`config.mk`:
```
export PLATFORM = sky130hd
export DESIGN_NAME = param_serial_adder
export DESIGN_NICKNAME = d
export VERILOG_FILES = /design/src/rtl/param_serial_adder.sv
export SDC_FILE = /design/constraint.sdc
export NUM_CORES = 1
export LEC_CHECK = 0
export CAP_MARGIN = 15
export CORE_ASPECT_RATIO = 0.75
export CORE_MARGIN = 2
export CORE_UTILIZATION = 53
export CTS_BUF_LIST = sky130_fd_sc_hd__clkbuf_16
export DETAILED_ROUTE_END_ITERATION = 8
export PLACE_DENSITY = 0.81
export SLEW_MARGIN = 40
export SYNTH_ARGS = -nofsm -noshare
export SYNTH_HDL_FRONTEND = slang
export SYNTH_SLANG_ARGS = --single-unit
```
`constraint.sdc`:
```
create_clock -name clk -period 2.5 [get_ports clk]
set_input_delay 0.625 -clock clk [delete_from_list [all_inputs] [get_ports clk]]
set_output_delay 0.625 -clock clk [all_outputs]
set_load 0.02 [all_outputs]
```
`src/rtl/param_serial_adder.sv`:
```
// Bit-serial unsigned adder: a single full-adder slice and a carry flip-flop process
// one bit per clock, LSB first, framed by a start/busy/done handshake.
module param_serial_adder #(
    parameter int SIZE  = 4,
    parameter int CNT_W = $clog2(SIZE + 1)
) (
    input  logic            clk,
    input  logic            rst,
    input  logic            start,
    input  logic [SIZE-1:0] a,
    input  logic [SIZE-1:0] b,
    output logic [SIZE-1:0] sum,
    output logic            carry,
    output logic            busy,
    output logic            done
);

    typedef enum logic [1:0] {
        IDLE,
        RUN,
        DONE
    } state_t;

    state_t            state_q, state_d;
    logic [SIZE-1:0]   a_sh_q, a_sh_d;
    logic [SIZE-1:0]   b_sh_q, b_sh_d;
    logic [SIZE-1:0]   res_q, res_d;
    logic [SIZE-1:0]   sum_q, sum_d;
    logic              carry_q, carry_d;
    logic              c_q, c_d;
    logic [CNT_W-1:0]  cnt_q, cnt_d;

    logic              fa_s;
    logic              fa_c;
    logic [SIZE-1:0]   res_shift;

    always_ff @(posedge clk) begin
        if (rst) begin
            state_q <= IDLE;
            a_sh_q  <= '0;
            b_sh_q  <= '0;
            res_q   <= '0;
            sum_q   <= '0;
            carry_q <= 1'b0;
            c_q     <= 1'b0;
            cnt_q   <= '0;
        end else begin
            state_q <= state_d;
            a_sh_q  <= a_sh_d;
            b_sh_q  <= b_sh_d;
            res_q   <= res_d;
            sum_q   <= sum_d;
            carry_q <= carry_d;
            c_q     <= c_d;
            cnt_q   <= cnt_d;
        end
    end

    // Shift-based insertion keeps the SIZE=1 case free of empty part-selects.
    always_comb begin
        fa_s      = a_sh_q[0] ^ b_sh_q[0] ^ c_q;
        fa_c      = (a_sh_q[0] & b_sh_q[0]) | (a_sh_q[0] & c_q) | (b_sh_q[0] & c_q);
        res_shift = (res_q >> 1) | (SIZE'(fa_s) << (SIZE - 1));
    end

    always_comb begin
        state_d = state_q;
        a_sh_d  = a_sh_q;
        b_sh_d  = b_sh_q;
        res_d   = res_q;
        sum_d   = sum_q;
        carry_d = carry_q;
        c_d     = c_q;
        cnt_d   = cnt_q;
        case (state_q)
            IDLE: begin
                if (start) begin
                    a_sh_d  = a;
                    b_sh_d  = b;
                    res_d   = '0;
                    c_d     = 1'b0;
                    cnt_d   = '0;
                    state_d = RUN;
                end
            end
            RUN: begin
                a_sh_d = a_sh_q >> 1;
                b_sh_d = b_sh_q >> 1;
                res_d  = res_shift;
                c_d    = fa_c;
                cnt_d  = cnt_q + CNT_W'(1);
                if (cnt_q == CNT_W'(SIZE - 1)) begin
                    sum_d   = res_shift;
                    carry_d = fa_c;
                    state_d = DONE;
                end
            end
            DONE: begin
                state_d = IDLE;
            end
            default: begin
                state_d = IDLE;
            end
        endcase
    end

    assign sum   = sum_q;
    assign carry = carry_q;
    assign busy  = (state_q == RUN);
    assign done  = (state_q == DONE);

endmodule

```
Word level (Yosys, flattened, before mapping)
Cells that the tools add are included.
- output and inout port bits: 7
- memory bits (writable): 0
- memories: 0
- bits in read-only memories: 0
- input port bits: 11
- flip-flop bits (word level): 23
- latch bits: 0
- $add $sub $neg: 1
- div/mod/pow operators: 0
- shift operators: 0
- reductions and logical operators: 5
- eq/ne operators: 5
- bitwise gates (word level): 8
- $mul: 0
- multiplexer cells: 13
- order comparisons: 0
- operators by type and width (cell ; number):
    case mux 4 bit (2 select lines) ; 3
    two-way mux 4 bit ; 3
    case mux 3 bit (2 select lines) ; 1
    AND reduction 2 bit ; 3
    two-way mux 2 bit ; 2
    OR 3 x 4 -> 4 bit ; 1
    case mux 2 bit (2 select lines) ; 1
    adder 3 x 1 -> 3 bit, second input constant ; 1
    AND 1 bit ; 3
    equality test 3 x 2 -> 1 bit, second input constant ; 1
    two-way mux 3 bit ; 1
    equality test 2 x 1 -> 1 bit, second input constant ; 1
    equality test 2 bit, second input constant ; 1
    logical NOT 2 bit ; 1
    inequality test 2 x 1 -> 1 bit, second input constant ; 1
    inequality test 2 bit, second input constant ; 1
    OR 1 bit ; 2
    case mux 1 bit (2 select lines) ; 1
    nonzero test 2 bit ; 1
    bitwise XOR 1 bit ; 2
    two-way mux 1 bit ; 1

Longest topological paths before layout
- depth after elaboration: 4
- mapped depth: 5

Least setup slack after synthesis
Ideal clock, no wire load.
- kind: register to output
- from: reg state_q[0]
- to: out done
- stages on the path, launching flop included: 3
- data required time: 1875 ps
- setup slack: 1058 ps
- data arrival time: 817 ps
- buffers on the path: 1
- cells stage by stage: dfxtp_1 > buf_6 > nor2b_1
- cells in the longest elaborated chain, start to end: 1
- RTL lines (what ; RTL line ; text):
    start: declaration ; 24 ; state_t state_q, state_d;
    start signal: assignment ; 48 ; state_q <= state_d;
    equality test 2 bit ; 110 ; assign done = (state_q == DONE);
    end: declaration ; 15 ; output logic done
No other way between the ends.

Worst setup path in the final report
- from: reg state_q[1]
- to: out busy
- cells in the longest elaborated chain, start to end: 1
- RTL lines (what ; RTL line ; text):
    equality test 2 x 1 -> 1 bit ; 109 ; assign busy = (state_q == RUN);
    end: declaration ; 14 ; output logic busy,
No other way between the ends.

==> impl_metrics.yaml <==
clock_network:
  clk_path_buf_depth: 2
  cts_sinks: 22
  cts_hold_buf: 0
  clk_latency_ps: 250
  clk_pin_slew_ps: 60
  ctsResizeCount: 0
  cts_tree: "yes"
  cts_setup_buffers: 0
  cts_root_buf: "clkbuf_16"
  h-tree-depth: 1
  cts_buffers: 3
worst_setup_path:
  start_kind: "register"
  cp.required_ps: 1880
  crit_arrival_ps: 1630
  cp_max_fo: 13
  r2r_start: "cnt_q[0]"
  setup.worst_path.start: "state_q[1]"
  path_class: "reg -> out"
  end_kind: "primary output"
timing:
  skew_ps: 4.198
  fmax_mhz: 442.8
  rsz0062_at_grt: "false"
  finalCritPeriodShare_pct: 90.34
  fin_ws_ps: 241.4
  timing.slew.headroom_pct: 46.94
  period_needed_ps: 2259
  tns_ps: 0
  finalSetupViolations: 0
  slew_violations: 0
  hold_viol: 0
  tightest_slew_ps: 793.4
yosys:
  yosys.area.top_type: "dfxtp_1"
  syn-instance-count: 94
  synth-edff-count: 0
  synth-seq-area-share_pct: 47.50
  synth_nets: 108
  synth.distinct_cells: 21
  synthTopCellsByArea: "dfxtp_1, a22oi_1, nor2_1"
  yosys-top-cells-count: "dfxtp_1, nor2_1, a22oi_1"
  syn_area_um2: 927.1
  synthSimpleGateAreaFrac_pct: 19.84
  synth-async-reset-ratio_pct: 0
  yosys_warnings: 0
  synth_top_family_by_area: "simple AND/OR/NAND/NOR gates"
  synth-xor-area-share_pct: 0
  avgSynthCellArea_um2: 9.863
  ys.flop_type: "dfxtp_1"
  synthAdderAreaFrac_pct: 4.858
  synth_top_area_share_pct: 47.50
  synthMuxAreaShare_pct: 4.318
  synth-compound-area-share_pct: 17.00
  synth_most_common_cell: "dfxtp_1"
  ys_ff_latch: 22
floorplan:
  boundaryPins: 18
  num_rows: 13
  die_area_mm2: 0.002103
  start_util_pct: 54.81
  core-area_mm2: 0.001692
  die_y_um: 40.22
  die_x_um: 52.30
global_route:
  antenna_found_initial: 0
  grt_pass1_wl_um: 2787
  gr-usage-all-layers_pct: 18.98
  grt_max_degree: 23
  grt_pass1_vias: 629
  grt.overflow.total: 0
layout:
  final_core_utilization_pct: 68.49
  ff_latch_area_um2: 440.4
  fillers: 145
  layoutNonFillerInstCount: 132
  drive_above_1_share_pct: 6.364
  multiInputGateArea_um2: 426.7
  diodes: 0
  fin_nets: 125
  syn2layout_area_growth_pct: 24.97
routing:
  ant_nets: 0
  wl_um: 1743
  wl_met2_um: 795
  drt_iter0_drc: 10
  wl_per_cell_um: 13.20
  met1_length_um: 860
  firstDrtPassIters: 4
  dr_total_vias: 706
  wl_met3_um: 74
  viasPerCell: 5.348
  top_layer: "met4"
  drc_errors: 0
power_and_ir_drop:
  max-vdd-ir-drop_v: 0.0006753
  power_frac_clock_pct: 41.7
  internal_power_w: 0.0006206
  p_leak_nw: 0.4346
  power_frac_comb_pct: 10.5
  p_per_area_mw_per_mm2: 678.6
  p_switching_w: 0.0001656
  switching_share_pct: 21.06
  seqPwrFrac_pct: 47.8
min_path:
  min_path_type: "reg -> reg"
  min_from: "sum[0]"
placement:
  gp_congestion: 0.8209
  portBuffers: 17
  pre_cts_ws_ps: 535.6
  numPlacedInstances: 128
  hpwl_um: 1208
job:
  cap_violations: 0
status:
  run_status: "complete, no violations"
==> worst paths after layout <==
check                           cells past startpoint  slack, ps  endpoint
worst max-delay path                                2        240      busy
worst min-delay path                                2        450    sum[0]
worst max register to register                      5       1090     carry
worst min register to register                      2        450    sum[0]
==> kinds of logic (layout without fill, tap and decap cells) <==
group / Yosys count / after routing
adder cells (fa/ha/maj): 3 / 3
buffers and inverters: 8 / 24
AND/OR/NAND/NOR: 36 / 36
AO/OA/AOI/OAI: 21 / 21
flip-flops: 22 / 22
multiplexers: 4 / 4
==> per-stage QoR <==
stage          hold WS, ps  area, um^2  total power (W)
4_1_cts              457.0        1159        0.0007943
6_report             454.0        1159        0.0007862
3_3_place_gp         447.9        1080        0.0004625
5_1_grt              479.3        1159        0.0008198
2_1_floorplan        443.3       927.1        0.0004390
3_5_place_dp         449.8        1080        0.0004645
==> layer usage <==
layer / up-vias / track usage (%)
li1: 370 / -
met1: 324 / 23.57
met4: 0 / 7.692
met3: 2 / 5.597
met5: - / 0
met2: 10 / 31.56
==> critical path: stages, from the launching register on <==
cell	delay [ps]
dfxtp_1	410
nor2b_4	310
clkdlybuf4s50_1	660
==> registers in the layout (all words and copies together) (netlist names) <==
signal / count
a_sh_q: 4
b_sh_q: 4
c_q: 1
carry: 1
cnt_q: 3
res_q: 3
state_q: 2
sum: 4
==> power groups by stage <==
stage	Sequential, W	Clock, W	Combinational, W
final	0.000376	0.000328	0.0000822
after CTS	0.000376	0.000335	0.0000826
after global routing	0.000378	0.000350	0.0000915
after detailed placement	0.000384	0	0.0000808
after floorplan	0.000382	0	0.0000566
after global placement	0.000383	0	0.0000797
==> final cells by class <==
class / count / area share [%]
tap: 22 / 2.376
clock buffer: 3 / 6.479
clock inverter: 1 / 0.3240
sequential: 22 / 38.01
inverter: 2 / 0.6479
multi-input combinational: 64 / 36.83
timing repair buffer: 18 / 15.33
==> layout by cell type, fill, tap and decap left out, drive strengths merged <==
master         synthesis  layout
a211oi                 6       6
a21oi                  5       5
a22oi                  8       8
buf                    4       1
clkbuf                 2       3
clkdlybuf4s50          0      17
clkinv                 0       1
dfxtp                 22      22
fa                     1       1
ha                     2       2
inv                    2       2
mux2i                  4       4
nand2                  5       5
nand3                  5       5
nand3b                 1       1
nor2                  16      16
nor2b                  2       2
nor3b                  3       3
nor4                   2       2
nor4b                  2       2
o21ba                  1       1
o21bai                 1       1
(Power assumes the default switching activity.)
